==> src/rtl/ped_request_unit_if.sv <==
// Controller-side bundle for the pedestrian request unit: mode in, request and lamp/display out.
interface ped_request_unit_if;
  logic [1:0] mode;
  logic       req;
  logic       wait_lamp;
  logic       walk;
  logic [4:0] walk_remaining;

  modport master (
    output mode,
    input  req,
    input  wait_lamp,
    input  walk,
    input  walk_remaining
  );

  modport slave (
    input  mode,
    output req,
    output wait_lamp,
    output walk,
    output walk_remaining
  );
endinterface

==> src/rtl/ped_request_unit.sv <==
// Pedestrian push-button front end: synchronise, debounce, latch the press, and drive
// WAIT/WALK lamps plus the WALK countdown from the controller's mode.
module ped_request_unit #(
  parameter int unsigned DEBOUNCE_CYCLES = 4,
  parameter int unsigned WALK_CYCLES     = 30,
  parameter int unsigned COOLDOWN_CYCLES = 2
) (
  input  logic              clk,
  input  logic              clr_n,
  input  logic              btn,
  ped_request_unit_if.slave ctl
);

  typedef enum logic [1:0] {IDLE, PENDING, SERVING, COOLDOWN} state_e;

  localparam logic [3:0] DEB_LAST  = 4'(DEBOUNCE_CYCLES - 1);
  localparam logic [4:0] WALK_LOAD = 5'(WALK_CYCLES - 1);
  localparam logic [3:0] COOL_LAST = 4'(COOLDOWN_CYCLES - 1);

  logic       sync1_q, sync1_d;
  logic       s_q, s_d;
  logic       db_q, db_d;
  logic       db_prev_q, db_prev_d;
  logic [3:0] dcnt_q, dcnt_d;
  logic [3:0] ccnt_q, ccnt_d;
  logic [4:0] wr_q, wr_d;
  state_e     state_q, state_d;
  logic       press;
  logic       ped_mode;

  always_ff @(posedge clk or negedge clr_n) begin
    if (!clr_n) begin
      sync1_q   <= 1'b0;
      s_q       <= 1'b0;
      db_q      <= 1'b0;
      db_prev_q <= 1'b0;
      dcnt_q    <= '0;
      ccnt_q    <= '0;
      wr_q      <= '0;
      state_q   <= IDLE;
    end else begin
      sync1_q   <= sync1_d;
      s_q       <= s_d;
      db_q      <= db_d;
      db_prev_q <= db_prev_d;
      dcnt_q    <= dcnt_d;
      ccnt_q    <= ccnt_d;
      wr_q      <= wr_d;
      state_q   <= state_d;
    end
  end

  // Input path: the debounced level only moves after DEBOUNCE_CYCLES disagreeing samples in a row.
  always_comb begin
    sync1_d   = btn;
    s_d       = sync1_q;
    db_d      = db_q;
    db_prev_d = db_q;
    dcnt_d    = '0;
    if (s_q != db_q) begin
      if (dcnt_q == DEB_LAST) begin
        db_d = s_q;
      end else begin
        dcnt_d = dcnt_q + 4'd1;
      end
    end
  end

  assign press    = db_q & ~db_prev_q;
  assign ped_mode = (ctl.mode == 2'd0);

  always_comb begin
    state_d = state_q;
    wr_d    = wr_q;
    ccnt_d  = ccnt_q;
    unique case (state_q)
      IDLE: begin
        if (ped_mode) begin
          state_d = SERVING;
          wr_d    = WALK_LOAD;
        end else if (press) begin
          state_d = PENDING;
        end
      end
      PENDING: begin
        if (ped_mode) begin
          state_d = SERVING;
          wr_d    = WALK_LOAD;
        end
      end
      SERVING: begin
        if (!ped_mode) begin
          state_d = (COOLDOWN_CYCLES == 0) ? IDLE : COOLDOWN;
          wr_d    = '0;
          ccnt_d  = '0;
        end else if (wr_q != '0) begin
          wr_d = wr_q - 5'd1;
        end
      end
      COOLDOWN: begin
        if (ped_mode) begin
          state_d = SERVING;
          wr_d    = WALK_LOAD;
        end else if (ccnt_q == COOL_LAST) begin
          state_d = IDLE;
          ccnt_d  = '0;
        end else begin
          ccnt_d = ccnt_q + 4'd1;
        end
      end
      default: state_d = IDLE;
    endcase
  end

  // walk_remaining is only ever non-zero in SERVING, so it can be driven straight from the flop.
  assign ctl.req            = (state_q == PENDING);
  assign ctl.wait_lamp      = (state_q == PENDING);
  assign ctl.walk           = (state_q == SERVING);
  assign ctl.walk_remaining = wr_q;

endmodule

==> src/flat_wrapper.sv <==
// flat-port wrapper written by rule: the top's interface ports become plain ports
module ped_request_unit_flat 
#(
  parameter int unsigned DEBOUNCE_CYCLES = 4,
  parameter int unsigned WALK_CYCLES     = 30,
  parameter int unsigned COOLDOWN_CYCLES = 2
)
  (clk, clr_n, btn, ctl_mode, ctl_req, ctl_wait_lamp, ctl_walk, ctl_walk_remaining);
  ped_request_unit_if ctl_i ();
  input  logic clk;
  input  logic clr_n;
  input  logic btn;
  input wire logic [$bits(ctl_i.mode)-1:0] ctl_mode;
  output wire logic [$bits(ctl_i.req)-1:0] ctl_req;
  output wire logic [$bits(ctl_i.wait_lamp)-1:0] ctl_wait_lamp;
  output wire logic [$bits(ctl_i.walk)-1:0] ctl_walk;
  output wire logic [$bits(ctl_i.walk_remaining)-1:0] ctl_walk_remaining;
  assign ctl_i.mode = ctl_mode;
  assign ctl_req = ctl_i.req;
  assign ctl_wait_lamp = ctl_i.wait_lamp;
  assign ctl_walk = ctl_i.walk;
  assign ctl_walk_remaining = ctl_i.walk_remaining;
  ped_request_unit #(.DEBOUNCE_CYCLES(DEBOUNCE_CYCLES), .WALK_CYCLES(WALK_CYCLES), .COOLDOWN_CYCLES(COOLDOWN_CYCLES)) u_core (.clk(clk), .clr_n(clr_n), .btn(btn), .ctl(ctl_i));
endmodule
==> config.mk <==
export PLATFORM = sky130hd
export DESIGN_NAME = ped_request_unit_flat
export DESIGN_NICKNAME = d
export VERILOG_FILES = /design/src/rtl/ped_request_unit_if.sv /design/src/rtl/ped_request_unit.sv /design/src/flat_wrapper.sv
export SDC_FILE = /design/constraint.sdc
export NUM_CORES = 1
export LEC_CHECK = 0
export ABC_AREA = 1
export CAP_MARGIN = 20
export CORE_MARGIN = 4
export CORE_UTILIZATION = 56
export DETAILED_ROUTE_END_ITERATION = 7
export PLACE_DENSITY = 0.81
export SLEW_MARGIN = 15
export SYNTH_ARGS = -nofsm -noshare
export SYNTH_HDL_FRONTEND = slang
export SYNTH_SLANG_ARGS = --single-unit
==> constraint.sdc <==
create_clock -name clk -period 2.7 [get_ports clk]
set_clock_uncertainty 0.15 [all_clocks]
set_input_delay 0.54 -clock clk [delete_from_list [all_inputs] [get_ports clk]]
set_output_delay 0.54 -clock clk [all_outputs]
set_load 0.02 [all_outputs]
### Word-level counts from Yosys, hierarchy flattened

Index checks and enable logic that the tools add are counted.

| operators by class | value |
|---|---|
| add/sub/neg operators | 3 |
| equality and inequality tests | 13 |
| multiplexer cells | 17 |
| bitwise logic cells | 2 |
| reduce and logical (&&, ||, !) cells | 9 |

Operator list:

| kind | number |
|---|---|
| 4-bit two-way mux | 5 |
| 5-bit two-way mux | 3 |
| 2-bit two-way mux | 6 |
| 5-bit one-hot mux with 2 select lines | 1 |
| 4-bit by 1-bit adder with 4-bit output, second input constant | 2 |
| 2-bit one-hot mux with 4 select lines | 1 |
| 4-bit one-hot mux with 2 select lines | 1 |
| 3-bit by 1-bit != test with 1-bit output, second input constant | 2 |
| 5-bit nonzero test | 1 |
| 5-bit by 1-bit subtractor with 5-bit output, second input constant | 1 |
| 2-bit == test, second input constant | 2 |
| 4-bit by 1-bit == test with 1-bit output, second input constant | 1 |
| 4-bit by 2-bit == test with 1-bit output, second input constant | 1 |
| 2-bit logical NOT | 2 |
| 2-bit by 1-bit != test with 1-bit output, second input constant | 2 |
| 2-bit != test, second input constant | 2 |
| 2-bit AND reduction | 2 |
| 4-bit AND reduction | 1 |
| 3-bit != test, second input constant | 1 |
| 3-bit AND reduction | 1 |
| 3-bit OR reduction | 1 |
| 2-bit by 1-bit == test with 1-bit output, second input constant | 1 |
| 2-bit nonzero test | 1 |
| 1-bit bitwise AND | 1 |
| other kinds (2) | 2 |

| word-level totals | value |
|---|---|
| bits in registers | 19 |
| word-level logic and storage cells | 52 |

### Logic depth before layout (Yosys ltp)

Gate-level depths: netlist of run 1.

| logic depth | value |
|---|---|
| word-level depth | 5 |
| depth in mapped cells | 7 |
| gate-level depth less buffers | 7 |

### Worst setup path before layout of run 1

Ideal clock, no wire load.

| timing | value |
|---|---|
| path kind | flip-flop to output port |
| start | register u_core.state_q[0] |
| end | output port ctl_wait_lamp |
| arrival time | 1.099 ns |
| data required time | 2.010 ns |
| path slack | 0.911 ns |
| stages on the path, launching flop included | 4 |
| buffers on the path | 1 |
| cells stage by stage | dfrtp_1 inv_1 nor2_1 buf_4 |

| between the ends | value |
|---|---|
| word-level cells in the longest chain between the ends | 1 |

Ends and longest elaborated chain:

| element | line | text |
|---|---|---|
| start: declaration | ped_request_unit.sv:27 | `state_e state_q, state_d;` |
| start signal: assignment | ped_request_unit.sv:49 | `state_q <= state_d;` |
| 2-bit by 1-bit == test with 1-bit output | -- |  |
| end: declaration | flat_wrapper.sv:15 | `output wire logic [$bits(ctl_i.wait_lamp)-1:0] ctl_wait_lamp;` |

No other way between the ends.

### Worst setup path after layout of run 1

| timing | value |
|---|---|
| start | register u_core.state_q[0] |
| end | output port ctl_wait_lamp |

| between the ends | value |
|---|---|
| word-level cells in the longest chain between the ends | 1 |

Ends and longest elaborated chain:

| element | line | text |
|---|---|---|
| 2-bit by 1-bit == test with 1-bit output | ped_request_unit.sv:117 | `assign ctl.wait_lamp = (state_q == PENDING);` |

No other way between the ends.

==> impl_metrics.yaml, run 1 <==
drt:
  drtIter0Drc: 19
  routedWlPerCell_um: 12.6
  ant_nets: 0
  wl_mm: 1.74
  drc: 0
  dr.pass1.iters: 4
  post_drt_via_cell_ratio: 5.56
  dr_total_vias: 767
sta:
  relSlewSlack_pct: 81.2
  setup_violations: 0
  hold_viol_final: 0
  post-route-period-util_pct: 88.8
  holdWs_ps: 211
  fin_setup_tns_ps: 0
  fin_crit_ps: 2400
  fmax_mhz: 417
  rsz0062_at_grt: "no"
  tightest_slew_ps: 283
  final_max_slew_viol_count: 0
yosys:
  yosys.area_share.simple_pct: 23.9
  yosysWarnings: 0
  syn_area_um2: 967
  synth.distinct_cells: 26
  synth-seq-cells: 19
  synth-xor-area-share_pct: 5.43
  synth_top_family_by_area: "simple AND/OR/NAND/NOR gates"
  muxShareOfSynthArea_pct: 0
  syn_nets: 115
  avgSynthCellArea_um2: 9.12
  synth_adder_area_share_pct: 5.17
  synth-compound-area-share_pct: 10.5
  ys_seq_area_share_pct: 49.2
  synth_cells: 106
power_and_ir_drop:
  intPower_mw: 0.705
  p_switching_mw: 0.537
  clock_power_share_pct: 11.9
  leakagePower_nw: 0.541
  pwr-share-comb_pct: 48.7
  powerDensity_nw_per_um2: 1090
  power_mw: 1.24
  switching_share_pct: 43.2
  seqPwrFrac_pct: 39.4
  irDropWorstVdd_mv: 0.595
placement:
  hpwl_mm: 1.36
  routabilityCongestion: 0.828
  placed_cell_area_um2: 1110
  portBuffers: 12
clock_tree:
  cts_tree: "done"
  cts_inserted_buffers: 3
  cts_setup_buffers: 0
  clk_pin_slew_ps: 110
  insertion_delay_ps: 300
  cts_resized: 0
  htree_levels: 1
  numClockSinks: 19
  postCtsHoldBufs: 0
  ctsLongestPathBuffers: 2
  cts-root-buf: "clkbuf_4"
grt:
  first_global_vias: 785
  grt_pass1_wl_mm: 3.17
  gr-total-overflow: 0
  antenna_found_initial: 0
  grt_usage_pct: 16.8
  grt_max_degree: 20
critical_path:
  startpoint_type: "flip-flop"
  crit_fanout: 5
  worstSetupPathType: "flip-flop to primary output"
  cp.arrival_ps: 1710
  cp_data_required_time_ps: 2010
  cp-end-kind: "primary output"
final_layout:
  nets: 132
  postLayoutCellArea_um2: 1140
  layout-drive-gt1-share_pct: 12.3
  area_delta_synth_final_pct: 17.6
  n_antenna_cell: 0
  finish.utilization_pct: 72.1
die:
  die_h_um: 49.6
  rows: 14
  io_pins: 13
  start_util_pct: 61.3
  die_w_um: 49.6
  coreArea_um2: 1580
  dieArea_um2: 2460
min_path:
  holdCritPathClass: "flip-flop to flip-flop"
outcome:
  outcome: "finished, final reports clean"
flow_run:
  cap_violations: 0
-- stage by stage --
stage,setup slack [ps],cells
2_1_floorplan,911,106
3_3_place_gp,708,134
3_5_place_dp,665,134
4_1_cts,302,138
5_1_grt,225,138
6_report,303,138
-- synth_stat cells --
cell      number  area share [%]
o21a_1         1            0.78
a31oi_1        1            0.65
o21ai_0        3             1.6
o211ai_1       1            0.78
nand4_1        1            0.65
o21ai_2        1            0.91
nand2_1       18             7.0
nor2_1        13             5.0
o21bai_2       1             1.2
o22ai_1        4             2.6
a21oi_1        3             1.6
nand2_4        1             1.2
and2_1         1            0.65
xnor2_1        3             2.7
nand2_2        1            0.65
o21ai_1        1            0.52
dfrtp_1       19              49
xor2_1         3             2.7
nor2_2         3             1.9
nand3_1        7             3.6
ha_1           4             5.2
inv_1         12             4.7
nor2_4         1             1.2
buf_4          1            0.78
inv_2          1            0.39
nor2_8         1             2.1
-- final timing paths --
path | depth (start not counted) | endpoint | from | slack, ps
max | 3 | ctl_wait_lamp | u_core.state_q[0] | 300
min | 0 | u_core.s_q | u_core.s_d | 210
max reg2reg | 7 | u_core.ctl.walk_remaining[3] | u_core.ctl.walk_remaining[0] | 1210
min reg2reg | 0 | u_core.s_q | u_core.s_d | 210
max in group asynchronous | 2 | u_core.db_prev_q | clr_n | 1800
min in group asynchronous | 2 | u_core.ctl.walk_remaining[0] | clr_n | 410
-- power groups by stage --
stage	clock network [mW]	registers, mW	logic [mW]
after global routing	0.171	0.502	0.683
after detailed placement	0	0.494	0.612
after CTS	0.154	0.488	0.613
after floorplan	0	0.516	0.382
after global placement	0	0.485	0.586
final	0.148	0.489	0.605
-- metal layers --
layer | track usage (%) | vias to the layer above | routed length [um]
li1 | - | 376 | -
met2 | 30.4 | 18 | 872
met4 | 8.76 | 0 | 33
met5 | 0 | - | 0
met1 | 18.0 | 369 | 764
met3 | 3.92 | 4 | 65
-- cells by family (layout without fill, tap and decap cells) --
family | count (synthesis) | count (layout)
xor+xnor | 6 | 6
simple gates | 47 | 47
compound gates | 16 | 16
flops | 19 | 19
fa+ha+maj | 4 | 4
buf+inv | 14 | 30
-- final cells by class --
type,count,area [um^2]
Multi-Input combinational cell,73,435
Clock inverter,1,7.51
Inverter,13,48.8
Tap cell,16,20.0
Fill cell,139,439
Timing Repair Buffer,13,128
Sequential cell,19,475
Clock buffer,3,22.5
-- layout by cell type, fill, tap and decap left out --
cell and n:
a21oi_1 3, a31oi_1 1, and2_1 1, buf_4 1
clkbuf_4 3, clkdlybuf4s50_1 12, clkinvlp_4 1, dfrtp_1 19
ha_1 4, inv_1 12, inv_2 1, nand2_1 18
nand2_2 1, nand2_4 1, nand3_1 7, nand4_1 1
nor2_1 13, nor2_2 3, nor2_4 1, nor2_8 1
o211ai_1 1, o21a_1 1, o21ai_0 3, o21ai_1 1
o21ai_2 1, o21bai_2 1, o22ai_1 4, xnor2_1 3
xor2_1 3
-- worst max-delay path, cell delays in order (launching register included) --
cell and delay [ps]:
dfrtp_1 520, inv_1 130, nor2_1 140, clkdlybuf4s50_1 620
-- registers in the layout (all words and copies together) (netlist names) --
register                   cells
u_core.ctl.walk_remaining      5
u_core.ccnt_q                  4
u_core.dcnt_q                  4
u_core.state_q                 2
u_core.db_prev_d               1
u_core.db_prev_q               1
u_core.s_d                     1
u_core.s_q                     1
No activity file was read; power rests on OpenSTA's default activity.
==> inputs of run 2 (changes only) <==
CORE_UTILIZATION = 47   (was 56)
PLACE_DENSITY = 0.73   (was 0.81)
clock period = 2.15 ns   (was 2.7 ns; I/O delays follow)
==> impl_metrics.yaml, run 2 (synthesized netlist as in run 1, its figures left out) <==
grt:
  first_global_vias: 737
  grt_pass1_wl_mm: 3.02
  grt_usage_pct: 14.9
  antenna_found_initial: 0
  gr-total-overflow: 0
  grt_max_degree: 20
drt:
  ant_nets: 0
  drc: 0
  dr.pass1.iters: 1
  post_drt_via_cell_ratio: 4.79
  dr_total_vias: 713
  wl_mm: 1.68
  drtIter0Drc: 0
  routedWlPerCell_um: 11.3
clock_tree:
  insertion_delay_ps: 300
  clk_pin_slew_ps: 110
  cts_tree: "done"
  cts-root-buf: "clkbuf_4"
  ctsLongestPathBuffers: 2
  numClockSinks: 19
  htree_levels: 1
  postCtsHoldBufs: 0
  cts_inserted_buffers: 3
  cts_resized: 4
  cts_setup_buffers: 0
final_layout:
  largest_reg_flops: 5
  nets: 132
  postLayoutCellArea_um2: 1150
  layout_common_cells: "nand2_1 (18), dfrtp_1 (18), nor2_1 (13)"
  n_antenna_cell: 0
  layout-drive-gt1-share_pct: 13.1
  fill_cells: 197
  area_delta_synth_final_pct: 18.8
die:
  dieArea_um2: 2850
  die_h_um: 53.4
  io_pins: 13
  rows: 16
  start_util_pct: 49.3
  coreArea_um2: 1960
  die_w_um: 53.4
flow_run:
  cap_violations: 0
power_and_ir_drop:
  irDropWorstVdd_mv: 0.635
  leakagePower_nw: 0.549
  power_mw: 1.52
  powerDensity_nw_per_um2: 1330
sta:
  tightest_slew_ps: 271
  post-route-period-util_pct: 90.1
  final_max_slew_viol_count: 0
  fin_crit_ps: 1940
  fmax_mhz: 516
  rsz0062_at_grt: "no"
  setup_ws_ps: 212
  hold_viol_final: 0
  relSlewSlack_pct: 81.9
  fin_setup_tns_ps: 0
  holdWs_ps: 216
  setup_violations: 0
critical_path:
  crit_family: "buffers and inverters"
  cp_data_required_time_ps: 1570
  slowest_delay_ps: 630
  crit_slowest_cell: "clkdlybuf4s50_1"
  worstSetupPathType: "flip-flop to primary output"
  crit_fanout: 5
  cp-end-kind: "primary output"
  worst-path-buf-inv: 1
  startpoint_type: "flip-flop"
  crit_chain: "clkdlybuf4s50_1"
  cp.arrival_ps: 1360
placement:
  routabilityCongestion: 0.732
  hpwl_mm: 1.30
  portBuffers: 12
  placed_cell_area_um2: 1120
  dpl_worst_slack_ps: 256
min_path:
  holdCritPathClass: "flip-flop to flip-flop"
outcome:
  outcome: "finished, final reports clean"
## run 2: stage by stage
step           std cells  utilization [%]
3_3_place_gp         145             57.1
5_1_grt              149             58.5
2_1_floorplan        106                -
4_1_cts              149             58.5
3_5_place_dp         145             57.1
6_report             149             58.5
## run 2: per-layer routing
| layer | track usage (%) | vias to the layer above | routed length (um) |
|---|---|---|---|
| li1 | - | 375 | - |
| met1 | 18.1 | 323 | 769 |
| met2 | 24.1 | 11 | 797 |
| met3 | 2.82 | 4 | 77 |
| met4 | 8.94 | 0 | 40 |
| met5 | 0 | - | 0 |
## run 2: report_power, final
part           internal [mW]  switching (mW)
combinational          0.310           0.419
clock                 0.0709           0.113
sequential             0.484           0.126
## run 2: layout make-up
type                    instances  area, um^2  area share [%]
multi-input cells              73         435            37.9
clock inverters                 1        7.51           0.654
clock buffers                   3        22.5            1.96
well taps                      27        33.8            2.94
flip-flops and latches         19         477            41.5
repair buffers                 13         124            10.8
inverters                      13        48.8            4.25
## run 2: final timing paths
| path | startpoint | endpoint | slack (ps) | cells past startpoint |
|---|---|---|---|---|
| setup reg to reg | u_core.ctl.walk_remaining[0] | u_core.ctl.walk_remaining[2] | 640 | 7 |
| min in group asynchronous | clr_n | u_core.dcnt_q[1] | 310 | 2 |
| max in group asynchronous | clr_n | u_core.state_q[0] | 1330 | 2 |
| hold / removal | u_core.s_d | u_core.s_q | 220 | 0 |
| setup / recovery | u_core.ctl.walk_remaining[2] | ctl_walk_remaining[2] | 210 | 1 |
| hold reg to reg | u_core.s_d | u_core.s_q | 220 | 0 |
==> patch 1: new RTL, settings of run 1 <==
The 4 states of `state_e` get a Gray code encoding in 2 bits.
--- a/src/rtl/ped_request_unit.sv
+++ b/src/rtl/ped_request_unit.sv
@@ -11,7 +11,7 @@
   ped_request_unit_if.slave ctl
 );
 
-  typedef enum logic [1:0] {IDLE, PENDING, SERVING, COOLDOWN} state_e;
+  typedef enum logic [1:0] {IDLE = 2'b00, PENDING = 2'b01, SERVING = 2'b11, COOLDOWN = 2'b10} state_e;
 
   localparam logic [3:0] DEB_LAST  = 4'(DEBOUNCE_CYCLES - 1);
   localparam logic [4:0] WALK_LOAD = 5'(WALK_CYCLES - 1);
Check against the original RTL: same outputs for any inputs over 10 cycles, from zero or initial values; not proved beyond that.
==> patch 1 against run 1 <==
Sequential power fell by 3%. Wire length decreased by 11%. Register-to-register slack better by 30 ps. Setup slack improved by 140 ps. Cell area grew 0.77%. Area after synthesis grew 1.3%. Non-clock buffer count stayed put. Sequential cell count unchanged. Worst hold slack improved by 9.7 ps. Total power fell by 3.2%. Via count shrank 8.3%. Critical endpoint is now ctl_req. Largest cell class unchanged.
==> patch 1: results (changes against run 1) <==
stage	metric	value	unit	change
status	outcome	completed		unchanged
drt	Detail Route met3 WL	70	microns	was 65 microns
yosys	sequential fraction of the synthesis area	0.485		was 0.492
yosys	most common library cells after synthesis	nand2_1, dfrtp_1, nor2_1, inv_1, a21oi_1		was dfrtp_1, nand2_1, nor2_1, inv_1, nand3_1
global_routing	initial antenna violation count	0		unchanged
worst_setup_path	critical path's largest stage delay	640	ps	was 620 ps
place	placed cell area	1120	sq um	was 1110 sq um
place	GP Congestion	0.856		was 0.828
layout	most common cell after layout, fill and taps aside	nand2_1		was dfrtp_1
worst_setup_path	crit path DAT	1570	ps	was 1710 ps
layout	Final Net Count	133		was 132
pwr	maximum resistive drop on vdd	0.567	mV	was 0.595 mV
place	Worst Setup Slack post-DPL	739	ps	was 665 ps
clocking	clock transition at the registers of the reported paths	100	ps	
clocking	clock latency of the later-clocked register in the worst-skew pair	280	ps	was 300 ps
place	HPWL reported at the end of detailed placement	1.25	mm	was 1.36 mm
drt	total detailed-routing wirelength	1.55	mm	was 1.74 mm
hold_path	startpoint of the worst hold path	u_core.s_d$_DFF_PN0_		unchanged
worst_setup_path	worst reg2reg startpoint	u_core.ctl.walk_remaining[0]$_DFFE_PN0P_		unchanged
timing	transition time at the pin with the least slew margin	255	ps	was 283 ps
worst_setup_path	beginning of the critical path	u_core.state_q[1]$_DFFE_PN0P_		was u_core.state_q[0]$_DFFE_PN0P_
yosys	Syn. warnings	0		unchanged
drt	M1 wire length	738	microns	was 764 microns
layout	number of flip-flops in the largest register	5		unchanged
clocking	clock tree root driver cell	clkbuf_4		unchanged
yosys	top area cells in the synthesized netlist	dfrtp_1, nand2_1, nor2_1		was dfrtp_1, nand2_1, ha_1
worst_setup_path	critical-path maximum fanout	6		was 5
global_routing	GRT Overall Usage	0.153		was 0.168
global_routing	global-route wire length before repair	2.97	mm	was 3.17 mm
global_routing	via count of the first global-routing pass	706		was 785
drt	met2 wire length	727	microns	was 872 microns
pwr	leakage dissipation	0.552	nW	was 0.541 nW
hold_path	Worst Hold Class	flop to flop		unchanged
yosys	distinct cell type count of the synthesized netlist	24		was 26
drt	number of routed nets with antenna violations	0		unchanged
hold_path	number of instances on the worst hold path	0		unchanged
yosys	Syn Nets	116		was 115
clocking	clock buffer count from CTS	3		unchanged
layout	fraction of layout instances using a drive strength above 1	0.130		was 0.123
drt	initial drt markers	8		was 19
drt	via total after detailed routing	703		was 767
-- patch 1: area by class of cell --
| type | instances | area (sq um) |
|---|---|---|
| timing repair buffer | 13 | 128 |
| sequential | 19 | 475 |
| tap | 16 | 20.0 |
| fill | 120 | 430 |
| multi-input combinational | 75 | 447 |
| clock buffer | 4 | 26.3 |
| inverter | 12 | 50.0 |
-- patch 1: final timing paths --
path                       slack (ps)                                        to
max in group asynchronous        1790  u_core.ctl.walk_remaining[2]$_DFFE_PN0P_
max                               440                                   ctl_req
min reg2reg                       220                      u_core.s_q$_DFF_PN0_
max reg2reg                      1240  u_core.ctl.walk_remaining[3]$_DFFE_PN0P_
min                               220                      u_core.s_q$_DFF_PN0_
min in group asynchronous         410              u_core.ccnt_q[3]$_DFFE_PN0P_
-- patch 1: per-stage QoR --
stage	power [W]	cells
after CTS	0.00122	139
after global routing	0.00132	139
after global placement	0.00106	135
after floorplan	0.000890	107
after detailed placement	0.00108	135
final	0.00120	139
-- patch 1: logic make-up (layout without fill, tap and decap cells) --
family                     after synthesis  in the layout  share of synthesized area
xor gates and xnor gates                 5              5                     0.0447
DFF                                     19             19                      0.485
adders and majority gates                4              4                     0.0511
and+or+nand+nor                         53             53                      0.272
AOI/OAI and AO/OA                       13             13                     0.0881
buffers and inverters                   13             29                     0.0588
-- patch 1: per-layer routing --
| metal | track usage | vias to the layer above |
|---|---|---|
| met5 | 0 | - |
| met4 | 0.0415 | 0 |
| met3 | 0.0452 | 2 |
| met2 | 0.242 | 11 |
| met1 | 0.202 | 325 |
| li1 | - | 365 |
-- patch 1: worst max-delay path: cells and delay by family, from the launching register on --
kind                   cells  cell delay (ps)
buffers and inverters      1              640
flip-flops                 1              450
AND/OR/NAND/NOR            1              200
-- patch 1: power by group --
group	internal, W	switching, W	total, W
Sequential	0.000385	0.0000909	0.000476
Combinational	0.000254	0.000335	0.000589
Clock	0.0000573	0.0000793	0.000137
Total	0.000696	0.000505	0.00120
==> patch 2: new RTL, flow settings as in run 1 <==
Without the edit above. `WALK_CYCLES` is set to 30 in 2 places; all go to 15.
--- a/src/rtl/ped_request_unit.sv
+++ b/src/rtl/ped_request_unit.sv
@@ -2,7 +2,7 @@
 // WAIT/WALK lamps plus the WALK countdown from the controller's mode.
 module ped_request_unit #(
   parameter int unsigned DEBOUNCE_CYCLES = 4,
-  parameter int unsigned WALK_CYCLES     = 30,
+  parameter int unsigned WALK_CYCLES     = 15,
   parameter int unsigned COOLDOWN_CYCLES = 2
 ) (
   input  logic              clk,
--- a/src/flat_wrapper.sv
+++ b/src/flat_wrapper.sv
@@ -2,7 +2,7 @@
 module ped_request_unit_flat 
 #(
   parameter int unsigned DEBOUNCE_CYCLES = 4,
-  parameter int unsigned WALK_CYCLES     = 30,
+  parameter int unsigned WALK_CYCLES     = 15,
   parameter int unsigned COOLDOWN_CYCLES = 2
 )
   (clk, clr_n, btn, ctl_mode, ctl_req, ctl_wait_lamp, ctl_walk, ctl_walk_remaining);
Formal check against the unedited RTL: not equivalent (a bounded check fails within 4 cycles, from zero or initial values).
==> patch 2 against run 1 <==
Setup slack better by 31 ps. Via count shrank 1.8%. Global-route usage fell by 0.55 points. Non-clock buffer count is the same. Sequential share of layout area shrank 0.50 points. Die area increased by 1.4%. Area after synthesis rose by 1.7%. Register-to-register slack got worse by 60 ps. Sequential cell count is the same. Cell area up 1.2%. Wire length decreased by 1.5%. Total power decreased by 6.3%. Combinational power fell by 8.3%.
==> patch 2: results (changes against run 1) <==
stage	metric	value	unit	change
global_routing	global-route wire length before repair	3.04	mm	was 3.17 mm
timing	transition time at the pin with the least slew margin	314	ps	was 283 ps
yosys	most common library cells after synthesis	nand2_1, dfrtp_1, nor2_1, inv_1, nand3_1		was dfrtp_1, nand2_1, nor2_1, inv_1, nand3_1
worst_setup_path	worst reg2reg endpoint	u_core.ctl.walk_remaining[2]$_DFFE_PN0P_		was u_core.ctl.walk_remaining[3]$_DFFE_PN0P_
clocking	clock transition at the registers of the reported paths	110	ps	about the same
yosys	post-synthesis share of cell area spent on xor and xnor gates	0.0534		was 0.0543
global_routing	GRT Overall Usage	0.163		was 0.168
worst_setup_path	capture point of the worst path	ctl_walk		was ctl_wait_lamp
pwr	maximum resistive drop on vdd	0.747	mV	was 0.595 mV
layout	antenna diode count	0		unchanged
worst_setup_path	FF-to-FF setup slack	1150	ps	was 1210 ps
status	outcome	completed		unchanged
place	Port Buf Inserts	12		unchanged
worst_setup_path	crit path DAT	1680	ps	was 1710 ps
pwr	leakage dissipation	0.549	nW	was 0.541 nW
yosys	share of the synthesized area in compound gates (AO/OA/AOI/OAI)	0.0802		was 0.105
yosys	Syn Nets	118		was 115
clocking	clock latency of the later-clocked register in the worst-skew pair	300	ps	about the same
yosys	share of Yosys cell area claimed by the top area cell type	0.483		was 0.492
global_routing	met1 layer usage reported by global route	0.207		was 0.180
place	HPWL reported at the end of detailed placement	1.31	mm	was 1.36 mm
place	placed cell area	1120	sq um	was 1110 sq um
drt	initial drt markers	18		was 19
timing	post-route worst hold slack	215	ps	was 211 ps
yosys	Post-Synth Adder-Cell Area	0.0509		was 0.0517
worst_setup_path	worst reg2reg startpoint	u_core.ctl.walk_remaining[0]$_DFFE_PN0P_		unchanged
hold_path	Worst Hold Class	flop to flop		unchanged
yosys	multiplexer share of the synthesized area	0.0115		was 0
clocking	clock buffer count from CTS	3		unchanged
clocking	Setup Buffers After CTS	0		unchanged
drt	total detailed-routing wirelength	1.71	mm	was 1.74 mm
yosys	top area cells in the synthesized netlist	dfrtp_1, nand2_1, ha_1		unchanged
layout	Final Net Count	135		was 132
global_routing	met2 layer usage reported by global route	0.253		was 0.304
layout	fraction of layout instances using a drive strength above 1	0.136		was 0.123
yosys	sequential fraction of the synthesis area	0.483		was 0.492
worst_setup_path	Register-to-Register Path Depth	8		was 7
drt	routed via count divided by cell count	5.34		was 5.56
yosys	distinct cell type count of the synthesized netlist	22		was 26
drt	first drt pass iteration count	4		unchanged
worst_setup_path	beginning of the critical path	u_core.state_q[1]$_DFFE_PN0P_		was u_core.state_q[0]$_DFFE_PN0P_
worst_setup_path	critical-path maximum fanout	6		was 5
place	GP Congestion	0.810		was 0.828
pwr	Psw	0.000496	W	was 0.000537 W
global_routing	via count of the first global-routing pass	740		was 785
global_routing	met3 Use GR	0.0452		was 0.0392
## patch 2: cell types whose count changed in the layout (fill, tap and decap cells not counted), moves of 2 or more
cell / change
nor2_4: +2
inv_1: -2
inv_2: +2
nand3_1: +3
nand2_1: +5
nor2_2: -2
## patch 2: area by class of cell
class                      instances  area (sq um)
multi-input combinational         76           452
clock buffer                       3          22.5
sequential                        19           475
timing repair buffer              13           128
tap                               16          20.0
clock inverter                     1          5.00
fill                             115           425
inverter                          13          48.8
## patch 2: cells by family after synthesis
kind of cell,count (synthesis)
flip-flops,19
XOR/XNOR,6
adder cells (fa/ha/maj),4
buffers and inverters,14
AND/OR/NAND/NOR,52
multiplexers,1
AO/OA/AOI/OAI,13
## patch 2: stage by stage
| stage | std cells | power (W) | setup slack (ps) | utilization |
|---|---|---|---|---|
| 2_1_floorplan | 109 | 0.000844 | 957 | - |
| 3_3_place_gp | 137 | 0.00101 | 667 | 0.713 |
| 3_5_place_dp | 137 | 0.00102 | 671 | 0.713 |
| 4_1_cts | 141 | 0.00117 | 328 | 0.730 |
| 5_1_grt | 141 | 0.00127 | 239 | 0.730 |
| 6_report | 141 | 0.00116 | 334 | 0.730 |
## patch 2: power groups by stage
stage          Clock, W  Combinational (W)  Sequential [W]
5_1_grt        0.000163           0.000625        0.000483
3_3_place_gp          0           0.000542        0.000468
2_1_floorplan         0           0.000358        0.000486
4_1_cts        0.000148           0.000556        0.000465
6_report       0.000143           0.000555        0.000466
3_5_place_dp          0           0.000554        0.000470
## patch 2: how the worst min path moves through the flow
stage	end	depth (start not counted)	start
2_1_floorplan	u_core.ccnt_q[0]$_DFFE_PN0P_	0	clr_n
3_3_place_gp	u_core.s_q$_DFF_PN0_	0	u_core.s_d$_DFF_PN0_
3_5_place_dp	u_core.s_q$_DFF_PN0_	0	u_core.s_d$_DFF_PN0_
4_1_cts	u_core.s_q$_DFF_PN0_	0	u_core.s_d$_DFF_PN0_
5_1_grt	u_core.s_q$_DFF_PN0_	0	u_core.s_d$_DFF_PN0_
6_report	u_core.s_q$_DFF_PN0_	0	u_core.s_d$_DFF_PN0_
## patch 2: routing by layer
layer | vias to the layer above | routed length (microns)
li1 | 386 | -
met1 | 343 | 805
met2 | 18 | 789
met3 | 6 | 72
met4 | 0 | 41
met5 | - | 0
## patch 2: critical path: stages (launching register included)
cell and delay, ps:
dfrtp_1 450, inv_2 90, nor2_4 190, clkdlybuf4s50_1 650
